File: config.mk
export PLATFORM = sky130hd
export DESIGN_NAME = mem_store_buffer
export DESIGN_NICKNAME = d
export VERILOG_FILES = /design/src/rtl/mem_store_buffer.sv
export SDC_FILE = /design/constraint.sdc
export NUM_CORES = 1
export LEC_CHECK = 0
export ABC_AREA = 1
export ABC_CLOCK_PERIOD_IN_PS = 5100
export BUFFER_PORTS_ARGS = -buffer_cell sky130_fd_sc_hd__buf_2
export CAP_MARGIN = 10
export CELL_PAD_IN_SITES_DETAIL_PLACEMENT = 1
export CELL_PAD_IN_SITES_GLOBAL_PLACEMENT = 2
export CORE_MARGIN = 5
export CORE_UTILIZATION = 35
export CTS_CLUSTER_DIAMETER = 60
export DETAILED_ROUTE_END_ITERATION = 16
export PLACE_DENSITY_LB_ADDON = 0.1
export SYNTH_ARGS = -nofsm -noshare
export SYNTH_HDL_FRONTEND = slang
export SYNTH_SLANG_ARGS = --single-unit
File: constraint.sdc
create_clock -name clk -period 5.1 [get_ports clk]
set_input_delay 1.02 -clock clk [delete_from_list [all_inputs] [get_ports clk]]
set_output_delay 1.02 -clock clk [all_outputs]
set_load 0.02 [all_outputs]
File: src/rtl/mem_store_buffer.sv
// Posted-write store buffer between the MEM stage and the data memory port.
// Stores queue in FIFO order and drain whenever no load claims the port.
module mem_store_buffer #(
  parameter int DEPTH = 4,
  parameter int PTR_W = 2
) (
  input  logic             clk,
  input  logic             reset,
  input  logic [1:0]       req_l_or_s,
  input  logic [1:0]       req_sel,
  input  logic [31:0]      req_addr,
  input  logic [31:0]      req_wd,
  input  logic [31:0]      req_pc,
  output logic             stall,
  output logic [1:0]       dm_l_or_s,
  output logic [1:0]       dm_sel,
  output logic [31:0]      dm_addr,
  output logic [31:0]      dm_wd,
  output logic [31:0]      dm_pc,
  output logic             sb_empty,
  output logic [PTR_W:0]   sb_count
);

  localparam logic [PTR_W:0] FULL = (PTR_W+1)'(DEPTH);
  localparam logic [PTR_W:0] ONE  = (PTR_W+1)'(1);

  logic [1:0]       e_sel  [DEPTH];
  logic [31:0]      e_addr [DEPTH];
  logic [31:0]      e_wd   [DEPTH];
  logic [31:0]      e_pc   [DEPTH];

  logic [PTR_W-1:0] head;
  logic [PTR_W-1:0] tail;
  logic [PTR_W:0]   count;

  logic             is_ld;
  logic             is_st;
  logic             hazard;
  logic             full;
  logic             ld_go;
  logic             dr_go;
  logic             enq;
  logic [DEPTH-1:0] hit;
  logic [PTR_W-1:0] off;

  assign is_ld = (req_l_or_s == 2'b01);
  assign is_st = (req_l_or_s == 2'b10);

  // An entry is live when its distance from head is below count.
  always_comb begin
    hit = '0;
    off = '0;
    for (int i = 0; i < DEPTH; i++) begin
      off    = PTR_W'(i) - head;
      hit[i] = ({1'b0, off} < count) &&
               (e_addr[i][31:2] == req_addr[31:2]);
    end
  end

  assign hazard = is_ld && (|hit);
  assign full   = is_st && (count == FULL);
  assign stall  = !reset && (hazard || full);

  assign ld_go  = !reset && is_ld && !hazard;
  assign dr_go  = !reset && !ld_go && (count != '0);
  assign enq    = !reset && is_st && !full;

  always_comb begin
    dm_l_or_s = 2'b00;
    dm_sel    = 2'b00;
    dm_addr   = '0;
    dm_wd     = '0;
    dm_pc     = '0;
    unique case (1'b1)
      ld_go: begin
        dm_l_or_s = 2'b01;
        dm_sel    = req_sel;
        dm_addr   = req_addr;
        dm_wd     = req_wd;
        dm_pc     = req_pc;
      end
      dr_go: begin
        dm_l_or_s = 2'b10;
        dm_sel    = e_sel[head];
        dm_addr   = e_addr[head];
        dm_wd     = e_wd[head];
        dm_pc     = e_pc[head];
      end
      default: ;
    endcase
  end

  assign sb_empty = reset || (count == '0);
  assign sb_count = reset ? '0 : count;

  always_ff @(posedge clk or posedge reset) begin
    if (reset) begin
      head  <= '0;
      tail  <= '0;
      count <= '0;
    end else begin
      if (enq)
        tail <= tail + PTR_W'(1);
      if (dr_go)
        head <= head + PTR_W'(1);
      unique case ({enq, dr_go})
        2'b10:   count <= count + ONE;
        2'b01:   count <= count - ONE;
        default: ;
      endcase
    end
  end

  // Payload needs no reset; validity lives in head/count.
  always_ff @(posedge clk) begin
    if (enq) begin
      e_sel[tail]  <= req_sel;
      e_addr[tail] <= req_addr;
      e_wd[tail]   <= req_wd;
      e_pc[tail]   <= req_pc;
    end
  end

endmodule

# Word-level counts from Yosys, hierarchy flattened

Memory sizes are Yosys's and may differ from the RTL's.
Index checks and enable logic that the tools add are counted.

Word-level logic and storage cells: 60
Register bits after elaboration: 7
RAM bits: 392
Memories kept: 4
Bits of input ports: 102

Memories:

| memory | depth | width | rd ports | clocked after memory_dff | wr ports | line | RTL |
|---|---|---|---|---|---|---|---|
| e_addr | 4     | 32    | 5        | 0                        | 1        | 28   | `logic [31:0] e_addr [DEPTH];` |
| e_pc   | 4     | 32    | 1        | 0                        | 1        | 30   | `logic [31:0] e_pc [DEPTH];` |
| e_wd   | 4     | 32    | 1        | 0                        | 1        | 29   | `logic [31:0] e_wd [DEPTH];` |
| e_sel  | 4     | 2     | 1        | 0                        | 1        | 27   | `logic [1:0] e_sel [DEPTH];` |

Order comparisons: 4
Eq/ne operators: 9
Add/sub/neg operators: 8
Multiplexer cells: 9
Reductions and logical operators: 23

Operators with widths:

| kind                  | count |
|---|---|
| $pmux W32 S2          | 3 |
| $eq A30 B30 Y1        | 4 |
| $logic_and A1 B1 Y1   | 13 |
| $lt A2 B3 Y1          | 4 |
| $pmux W2 S2           | 2 |
| $pmux W3 S2           | 1 |
| $add A2 B1 Y2 const B | 2 |
| $eq A2 B1 Y1 const B  | 2 |
| $eq A2 B2 Y1 const B  | 2 |
| $logic_not A1 Y1      | 4 |
| $reduce_or A4 Y1      | 1 |
| $sub A1 B2 Y2 const A | 2 |
| $sub A2 B2 Y2 const A | 2 |
| $add A3 B1 Y3 const B | 1 |
| $eq A3 B3 Y1 const B  | 1 |
| $logic_not A3 Y1      | 1 |
| $mux W3               | 1 |
| $reduce_bool A3 Y1    | 1 |
| $sub A3 B1 Y3 const B | 1 |
| $logic_or A1 B1 Y1    | 2 |
| $mux W1               | 2 |
| $reduce_bool A2 Y1    | 1 |

# Logic depth before layout (Yosys ltp)

Depth in word-level cells: 12
Gate-level depth with buffers: 27
Gate-level depth less buffers: 23

# Least setup slack after synthesis

OpenSTA, ideal clock, no wires.

Path type: input -> register
Start: in reset
End: mem e_addr[0][0], enable pin
Cell stages on the path: 3
Path slack: -1.006 ns
Arrival: 5.550 ns
Data required time: 4.544 ns
Buffers on the path: 0
Cell sequence: nor3_1 nand2_1 nor2_1

Longest elaborated chain between the ends: 5

RTL lines:

| item                             | line | RTL |
|---|---|---|
| start: declaration               | 8    | `input logic reset,` |
| $logic_not A1 Y1 (no line)       | --   |  |
| $logic_and A1 B1 Y1 (2 in a row) | 66   | `assign enq = !reset && is_st && !full;` |
| $mux W1                          | 116  | `if (enq) begin` |
| $mux W1 (not written as such)    | 118  | `e_addr[tail] <= req_addr;` |
| end: declaration                 | 28   |  |

No other way between the ends.

# Worst setup path in the final report

Start: reg head[0]
End: out dm_pc[11]

Longest elaborated chain between the ends: 11
Elaborated cells between the ends (all ways): 21
Those cells by class: add/sub: 4; order compare: 4; mux: 1; reduce/logical: 11; memory: 1

RTL lines:

| item                                                  | line | RTL |
|---|---|---|
| start: declaration                                    | 32   | `logic [PTR_W-1:0] head;` |
| start signal: assignment                              | 105  | `head <= head + PTR_W'(1);` |
| $sub A1 B2 Y2 / $sub A2 B2 Y2 (equally long branches) | 54   | `off = PTR_W'(i) - head;` |
| $lt A2 B3 Y1                                          | 55   | `hit[i] = ({1'b0, off} < count) &&` |
| $logic_and A1 B1 Y1                                   | 55   |  |
| $reduce_or A4 Y1                                      | 60   | `assign hazard = is_ld && (\|hit);` |
| $logic_and A1 B1 Y1                                   | 60   |  |
| $logic_not A1 Y1                                      | 64   | `assign ld_go = !reset && is_ld && !hazard;` |
| $logic_and A1 B1 Y1                                   | 64   |  |
| $logic_not A1 Y1                                      | 65   | `assign dr_go = !reset && !ld_go && (count != '0);` |
| $logic_and A1 B1 Y1 (2 in a row)                      | 65   |  |
| $pmux W32 S2 *                                        | 74   | `unique case (1'b1)` |
| end: declaration                                      | 19   | `output logic [31:0] dm_pc,` |

Every way passes the cells marked *; elsewhere a longest branch is shown, timed or not.

==> reports/summary.txt <==
number of rows in the core area: 83
result of the run: finished, final reports clean
Synth Area in Adders: 0.730%
Stages on worst setup path: 14
antenna violations before repair: 7
synthesized netlist cell count: 1640
routability congestion estimate: 0.748
grt ovf: 0
starting density of the core: 35.4%
#FFs+latches synth: 399
Internal: 6.99 mW
final clock period utilization by the worst path: 93.9%
synthesized netlist net count: 1752
die extent in x: 238 um
die height: 238 um
CTS clk-pin slew, worst paths: 0.06 ns
Post-DP HPWL: 33.0 mm
Max transition margin: 31.7%
num ports: 207
placement-stage worst setup slack: 0.526 ns
source-to-sink clock delay at the later pin of the worst-skew pair: 0.57 ns
Max-Cap Viols: 0
Reg2Reg Capture Point: count[2]$_DFFE_PP0P_
RSZ-0062 raised after global routing: no
initial DRC count: 735
sequential fraction of design power: 34.8%
TritonCTS Buffers: 49
combinational fraction of design power: 35.7%
Post-Layout Inst Area: 21400 um^2
Period minus WS final: 4.79 ns
Data arrival, critical path: 3.77 ns
Max Slew Vio Count: 0
cell type with the largest total area after synthesis: sky130_fd_sc_hd__edfxtp_1
average vias per placed instance: 5.16
Worst Path Required: 4.08 ns
kind of end point of the critical path: output port
via count of the first global-routing pass: 13800
power density relative to cell area: 528 nW/um^2
Finish-stage setup viols: 0
Buf/Inv on CP: 5
Fmax: 209 MHz
post-synthesis share of cell area spent on xor and xnor gates: 3.32%
H-tree depth: 2
most frequent cell after synthesis: sky130_fd_sc_hd__edfxtp_1
launch instance of the worst register-to-register path: head[0]$_DFFE_PP0N_
area of the die: 56600 um^2
Root Buffer: sky130_fd_sc_hd__clkbuf_16
HP Class: in2async
Syn. warnings: 0
fraction of synthesized cell area taken by the top area cell type: 64.8%
Port Buffer Count: 206
Tightest Pin Transition: 1.03 ns
pin count of the biggest net entering global routing: 78
total count of hold-check failures in the final report: 0
minimum setup slack among reg-to-reg paths: 0.99 ns
cell type group with the largest total delay on the critical path: buffers and inverters
Final Core Density: 41.6%
Cell Chain, Critical Path: clkinv_2 -> buf_4 -> nand2_1 -> a31oi_1 -> nand3_1 -> nor2_1 -> nand3_1 -> nand2_1 -> inv_2 -> nand3_4 -> buf_12 -> nand3_1 -> nand2_1 -> buf_2
maximum vdd ir drop: 0.000308 V
post-layout net count: 1921
routed wire length: 55.1 mm
global-route usage over all layers: 19.1%
post-route antenna net violation count: 0
area added between synthesis and finish: 17.6%
leakage power: 8.28 nW
dominant combinational cell family by area after synthesis: simple AND/OR/NAND/NOR gates
number of unique standard cell types used by synthesis: 28
post-synth design cell area: 18200 um^2
layout cell share with drive strength beyond 1: 17.9%
commonest register cell after synthesis: sky130_fd_sc_hd__edfxtp_1
clock tree sinks: 399
total net switching power: 4.29 mW
maximum fanout encountered on the critical timing path: 77
share of power burned in the clock network: 29.5%
post-CTS repair timing setup buffer count: 0
Async SR Flop Fraction: 1.75%
CTS tree: built
count of flip-flops with a built-in enable after synthesis: 392
Cell Area, Placed: 19800 um^2
final worst clock skew: 0.0190 ns
proportion of total power due to net switching: 38.1%
worst setup path startpoint: head[0]$_DFFE_PP0N_
Setup CP Type: reg2out
slowest cell delay on critical path: 0.59 ns
area inside the core boundary: 51400 um^2
share of synthesized cell area in and, or, nand and nor gates: 19.8%
multiplexer share of the synthesized area: 0%
buffer levels on the longest clock path: 3
First-pass DRT Iterations: 5
total via count in the routed design: 13000
fin worst setup slack: 0.313 ns
R2R depth: 19
cell types with the largest area share after synthesis: sky130_fd_sc_hd__edfxtp_1 (65%), sky130_fd_sc_hd__nand3_1 (10%), sky130_fd_sc_hd__nand2_1 (7.5%)
final routed wire length divided by cell count: 21.8 um
remaining routing DRC violations: 0
crit path max-delay cell type: sky130_fd_sc_hd__dfrtp_4
capture point of the worst path: dm_pc[11]
sequential cell area fraction in the yosys report: 65.7%
synth cell count leaders: sky130_fd_sc_hd__edfxtp_1 (392), sky130_fd_sc_hd__nand2_1 (364), sky130_fd_sc_hd__nand3_1 (364), sky130_fd_sc_hd__a22oi_1 (99), sky130_fd_sc_hd__inv_1 (77)
first-pass GRT wire length: 83.8 mm
share of the synthesized area in compound gates (AO/OA/AOI/OAI): 5.25%
Setup crit start kind: flip-flop
Avg Inst Size Synth: 11.1 um^2
## worst min path at each step
stage,start,to
6_report,reset,count[0]$_DFFE_PP0P_
4_1_cts,reset,count[2]$_DFFE_PP0P_
3_3_place_gp,count[1]$_DFFE_PP0P_,count[1]$_DFFE_PP0P_
2_1_floorplan,count[1]$_DFFE_PP0P_,count[1]$_DFFE_PP0P_
5_1_grt,reset,count[0]$_DFFE_PP0P_
3_5_place_dp,count[1]$_DFFE_PP0P_,count[1]$_DFFE_PP0P_
## cell usage in the layout (no fill, tap or decap), types with 2 or more instances in the layout
| master | instances |
|---|---|
| sky130_fd_sc_hd__edfxtp_1 | 392 |
| sky130_fd_sc_hd__nand3_1 | 364 |
| sky130_fd_sc_hd__nand2_1 | 364 |
| sky130_fd_sc_hd__buf_2 | 206 |
| sky130_fd_sc_hd__a22oi_1 | 99 |
| sky130_fd_sc_hd__inv_1 | 76 |
| sky130_fd_sc_hd__nor2_1 | 59 |
| sky130_fd_sc_hd__clkbuf_16 | 49 |
| sky130_fd_sc_hd__xnor2_1 | 43 |
| sky130_fd_sc_hd__xor2_1 | 26 |
| sky130_fd_sc_hd__buf_4 | 21 |
| sky130_fd_sc_hd__o211ai_1 | 18 |
| sky130_fd_sc_hd__inv_2 | 18 |
| sky130_fd_sc_hd__nand4_1 | 12 |
| sky130_fd_sc_hd__clkbuf_1 | 11 |
| sky130_fd_sc_hd__ha_1 | 9 |
| sky130_fd_sc_hd__or2_0 | 7 |
| sky130_fd_sc_hd__clkinv_1 | 7 |
| sky130_fd_sc_hd__buf_12 | 7 |
| sky130_fd_sc_hd__nor2_4 | 6 |
| sky130_fd_sc_hd__clkinv_2 | 6 |
| sky130_fd_sc_hd__bufinv_16 | 5 |
| sky130_fd_sc_hd__dfrtp_1 | 5 |
| sky130_fd_sc_hd__a21oi_1 | 4 |
| sky130_fd_sc_hd__o221ai_1 | 4 |
| sky130_fd_sc_hd__clkinv_4 | 4 |
| sky130_fd_sc_hd__nor3_1 | 3 |
| sky130_fd_sc_hd__o21ai_0 | 3 |
| sky130_fd_sc_hd__or2_1 | 3 |
| sky130_fd_sc_hd__diode_2 | 2 |
| sky130_fd_sc_hd__inv_6 | 2 |
| sky130_fd_sc_hd__dfrtp_4 | 2 |
## kinds of logic after synthesis
family          count (synthesis)
simple gates                  820
buf+inv                       213
xor+xnor                       69
fa+ha+maj                      10
flops                         399
compound gates                129
## power by group through the flow
stage	Clock [mW]	Sequential, mW	Combinational, mW
3_3_place_gp	0	3.99	4.11
4_1_cts	3.42	3.92	4.14
6_report	3.32	3.92	4.03
5_1_grt	3.56	3.94	4.45
2_1_floorplan	0	3.96	2.59
3_5_place_dp	0	3.99	4.13
## layer usage
layer | vias to the layer above | GRT usage, % | routed length, um
met4 | 6 | 4.20 | 852
li1 | 6153 | - | -
met3 | 68 | 2.96 | 2260
met2 | 247 | 33.7 | 27800
met5 | - | 0 | 34
met1 | 6551 | 24.9 | 24200
## flip-flops by register name, indices dropped and copies added (netlist names)
name and flops:
e_addr 128, e_pc 128, e_wd 128, e_sel 8
count 3, head 2, tail 2
## through the flow
step | setup TNS, ns | power, mW | cells | hold slack, ns
floorplan | -394.50 | 6.55 | 1640 | 0.475
global placement | 0 | 8.10 | 2438 | 0.506
detailed placement | 0 | 8.12 | 2438 | 0.505
CTS | 0 | 11.5 | 2520 | 0.411
global route | 0 | 11.9 | 2520 | 0.448
finish | 0 | 11.3 | 2522 | 0.442
## what timing repair did
action / 4_1_cts / 5_1_grt
pin swaps: 0 / 0
hold buffers: 0 / 0
resized for setup: 1 / 2
setup endpoints to repair: 24 / 46
## layout make-up
cell class	count	area [um^2]
fillers	5592	30000
flip-flops and latches	399	12000
multi-input cells	1028	5350
repair buffers	234	1330
clock buffers	60	1270
well taps	680	851
inverters	97	379
clock inverters	22	249
diodes	2	5.00
No activity file was read; power rests on OpenSTA's default activity.
